**src/rtl/cla_vector_checker_sat_counter.sv**
```systemverilog
// Saturating up-counter: holds at all-ones instead of wrapping.
module cla_sat_counter #(
  parameter int CNT_W = 16
) (
  input  logic             clk,
  input  logic             rst,
  input  logic             inc,
  output logic [CNT_W-1:0] cnt
);

  // Count on inc until the counter reaches all-ones, then hold.
  always_ff @(posedge clk or posedge rst) begin
    if (rst)                   cnt <= '0;
    else if (inc && cnt != '1) cnt <= cnt + CNT_W'(1);
  end

endmodule

```
**config.mk**
```make
export PLATFORM = sky130hd
export DESIGN_NAME = cla_sat_counter
export DESIGN_NICKNAME = d
export VERILOG_FILES = /design/src/rtl/cla_vector_checker_sat_counter.sv
export SDC_FILE = /design/constraint.sdc
export NUM_CORES = 1
export LEC_CHECK = 0
export ABC_AREA = 1
export BUFFER_PORTS_ARGS = -buffer_cell sky130_fd_sc_hd__buf_2
export CAP_MARGIN = 20
export CORE_ASPECT_RATIO = 0.8
export CORE_MARGIN = 10
export CORE_UTILIZATION = 58
export CTS_CLUSTER_SIZE = 20
export DETAILED_ROUTE_END_ITERATION = 6
export GPL_TIMING_DRIVEN = 0
export PLACE_DENSITY = 0.82
export RECOVER_POWER = 50
export SYNTH_ARGS = -nofsm -noshare
export SYNTH_HDL_FRONTEND = slang
export SYNTH_SLANG_ARGS = --single-unit
```
**constraint.sdc**
```tcl
create_clock -name clk -period 3.2 [get_ports clk]
set_clock_uncertainty 0.2 [all_clocks]
set_input_delay 0.64 -clock clk [delete_from_list [all_inputs] [get_ports clk]]
set_output_delay 0.64 -clock clk [all_outputs]
set_load 0.005 [all_outputs]
```
After elaboration in Yosys (flattened, before gate mapping)
Cells that the tools add are included.
{ "word_totals": {"out_inout_bits": 16, "in_bits": 3, "ff_bits": 16, "wordCells": 4} }
{ "classes": {"n_eq_ne": 1, "n_addsub": 1, "reduce_logical": 1} }
{ "op_table": {"columns": ["cell", "count"], "rows": [
  ["16-bit by 1-bit adder with 16-bit output (second input constant)", 1],
  ["16-bit != test (second input constant)", 1],
  ["1-bit logical AND", 1]
]} }

Depth between registers and ports, before layout
{ "depth": {"ltp_word": 2, "ltp_mapped": 9, "ltp_nobuf": 8} }

Worst setup path before layout
OpenSTA, ideal clock, no wires.
{ "synth_path": {"path_type": "reg-to-reg", "from": "register cnt[0]", "to": "register cnt[15]", "required_ps": 2884, "path_slack_ps": 1515, "period_less_slack_ps": 1685, "path_stages_with_launch": 10, "t_arrival_ps": 1369, "setup_time_ps": 116, "path_buffers": 1, "cell_sequence": "dfrtp_1 -> ha_1 -> inv_2 -> nor2_4 -> nand2_2 -> nor2_4 -> nor2_4 -> buf_8 -> nand2_1 -> nand2_1"} }
{ "synth_via": {"elab_chain_len": 2, "word_cells_on_any_way": 3, "cone_classes": "1 x add/sub; 1 x eq/ne; 1 x reduce/logical"} }
{ "synth_rtl": {"columns": ["item", "line", "rtl"], "rows": [
  ["from (decl)", "8", "output logic [CNT_W-1:0] cnt"],
  ["from (signal assigned)", "14", "else if (inc && cnt != '1) cnt <= cnt + CNT_W'(1);"],
  ["branches (longest 2 deep; another with 16-bit by 1-bit adder with 16-bit output)", null, null]
]} }
Several ways; the timed one is not identified.
A chain may end at the register's enable or synchronous reset.

Worst setup path in the final report
Ends and elaborated chain as after synthesis.

==> summary.txt <==
STA
  – RSZ-0062 raised after global routing: no
  – Final hold vios: 0
  – Final setup vio count: 0
  – Final slew viol count: 0
  – Period minus WS final: 1862 ps
  – Worst-margin pin slew: 634.3 ps
  – Max_slew headroom: 57.67%
  – Fmax: 0.5371 GHz
  – TNS Setup: 0 ps
  – Final Cycle Share: 58.18%
  – Final WS setup: 1338 ps

Final layout
  – Biggest register: cnt
  – Layout Nets: 177
  – Area Overhead vs Synth: 13.68%
  – Largest register FFs: 16
  – Fillers: 149
  – Post-Route Utilization: 71.89%
  – Layout cell share with drive strength beyond 1: 22.09%
  – Register area: 400.4 sq um
  – Top flop regs: cnt (16)
  – Multi-input logic area: 594.3 sq um
  – ANT cells: 0

Floorplanning
  – Starting Density: 63.24%
  – Die height: 58.42 um
  – Core ar.: 1692 sq um
  – Num ports: 19
  – FP Rows: 13
  – Die area: 3973 sq um
  – Die width: 68.02 um

Power and ir drop
  – Power per standard cell area: 501.1 nW/um^2
  – VDD IR max: 0.4277 mV
  – Tot Pwr: 609.5 uW
  – Leak: 0.0005618 uW

GRT
  – Total GRT Usage: 14.15%
  – Initial antenna violation count: 0
  – First-pass GRT wire length: 4422 um
  – Vias in the first global route: 954
  – Gr ovfl total: 0
  – Largest net degree at the start of global routing: 17

Placement
  – Hpwl dp: 1916 um
  – Placer Congestion: 0.9378
  – Dpl ws: 1343 ps
  – Port Buffer Count: 18

Clock network
  – Root Driver: clkbuf_4
  – Hold-fix buffers, CTS: 0
  – Clk slew on worst S/H paths: 100 ps
  – CTS tree: done
  – Post-CTS Setup Inserts: 0
  – CTS Buf Count: 3
  – CTS Sinks: 16
  – CTS H-Tree Depth: 1
  – PostCTS Resize Cnt: 0
  – Clk buf depth: 2
  – Clk_lat worst skew: 300 ps

Detailed routing
  – DRC viols: 0
  – Routed len/inst: 12.74 um
  – Number of routed nets with antenna violations: 0
  – Via count: 1,010
  – WL final: 2471 um
  – Initial DRT Pass Iterations: 4
  – Vias/cell: 5.206
  – DRT iter0 DRCs: 72

Synth
  – Register bit count reported by yosys: 16
  – Top_reg_cell synth: dfrtp_1
  – Synth Cell Area: 1070 sq um
  – Top-area cell type share of the netlist area: 37.43%
  – Asr flop ratio synth: 100.0%
  – Mapped Cells: 150
  – Largest area contributor in the netlist: dfrtp_1
  – Register area share after synthesis: 37.43%
  – Number of synthesis warnings: 0
  – Top post-synthesis cells by area: dfrtp_1 (37%), nand2_1 (20%), inv_1 (5.3%), nor2_4 (5.3%), nor2_1 (4.9%)
  – Post-Syn Area per Cell: 7.132 sq um
  – Synthesized Nets: 154
  – Post-synth EDFFs: 0
  – Top-count cell post-synth: nand2_1
  – Synth cell count leaders: nand2_1 (58), dfrtp_1 (16), inv_1 (15)
  – Yosys cell types: 17

Setup path
  – Critical path, cell by cell: ha_1, inv_2, nor2_4, nand2_2, nor2_4, nor2_4, buf_8, nand2_1, nand2_1
  – Maximum fanout along the worst path: 10
  – Critical path class: register to register
  – CP endpoint kind: register
  – CP required: 3190 ps
  – Critical Path AT: 1860 ps
  – Startpoint types: register
  – Top cell by count, worst path: nor2_4
  – CP max stage delay: 480 ps
  – Max stage delay cell, worst path: dfrtp_1

Outcome
  – Outcome: finished, final reports clean

Min path
  – HP Class: input pin to async pin

Flow run
  – Max_cap viols: 0
-- cell families (layout without fill, tap and decap cells) --
group,after synthesis,in the layout,share of synthesized area (%)
xor gates and xnor gates,4,4,3.275
DFF,16,16,37.43
and+or+nand+nor,102,102,44.33
AOI/OAI and AO/OA,10,10,6.784
adders and majority gates,1,1,1.169
buffers and inverters,17,39,7.016
-- worst paths after layout --
path | start | end | slack (ps) | depth (start not counted)
max in group asynchronous | rst | cnt[0]$_DFFE_PP0P_ | 2180 | 2
setup reg to reg | cnt[0]$_DFFE_PP0P_ | cnt[15]$_DFFE_PP0P_ | 1340 | 9
hold / removal | rst | cnt[14]$_DFFE_PP0P_ | 210 | 2
min in group clk | cnt[1]$_DFFE_PP0P_ | cnt[1]$_DFFE_PP0P_ | 340 | 2
hold reg to reg | cnt[1]$_DFFE_PP0P_ | cnt[1]$_DFFE_PP0P_ | 340 | 2
setup / recovery | cnt[0]$_DFFE_PP0P_ | cnt[15]$_DFFE_PP0P_ | 1340 | 9
-- placed cells by master, fill, tap and decap left out --
| cell type | instances |
|---|---|
| clkbuf_4 | 3 |
| clkbuf_8 | 1 |
| nor2_2 | 3 |
| dfrtp_1 | 16 |
| xor2_1 | 2 |
| inv_2 | 1 |
| clkbuf_1 | 6 |
| nor2_1 | 14 |
| nand2_1 | 58 |
| inv_1 | 15 |
| xnor2_1 | 2 |
| nand3_1 | 9 |
| ha_1 | 1 |
| o21ai_1 | 4 |
| buf_8 | 1 |
| nand3b_1 | 2 |
| nand4_1 | 5 |
| nor2_4 | 5 |
| o21ai_2 | 6 |
| buf_2 | 12 |
| nand2_2 | 6 |
-- cell type report --
class	instances	area share [%]
Multi-Input combinational cell	117	48.87
Sequential cell	16	32.92
Timing Repair Buffer	18	6.790
Buffer	1	1.235
Inverter	16	4.938
Clock buffer	4	2.984
Tap cell	22	2.263
-- routing by layer --
metal / track usage [%] / wire length, um
met2: 22.55 / 1132
met3: 5.293 / 165
met1: 17.88 / 1149
met4: 2.579 / 23
met5: 0 / 0
-- power by group --
part,switching [uW],internal (uW),leakage (uW)
clock network,67.9,69.5,0.0000210
logic,104,75.7,0.000333
registers,53.8,238,0.000208
-- worst max-delay path, delay by kind of cell (launching register included) --
family,cells,cell delay [ps]
adder cells (fa/ha/maj),1,310
buffers and inverters,2,240
flip-flops,1,480
AND/OR/NAND/NOR,6,520
-- stage by stage --
step / instance area, sq um / hold slack (ps) / cells
2_1_floorplan: 1070 / 310.1 / 150
3_3_place_gp: 1187 / 308.8 / 190
3_5_place_dp: 1187 / 316.7 / 190
4_1_cts: 1224 / 226.4 / 194
5_1_grt: 1216 / 253.0 / 194
6_report: 1216 / 207.1 / 194
No activity file was read; power rests on OpenSTA's default activity.
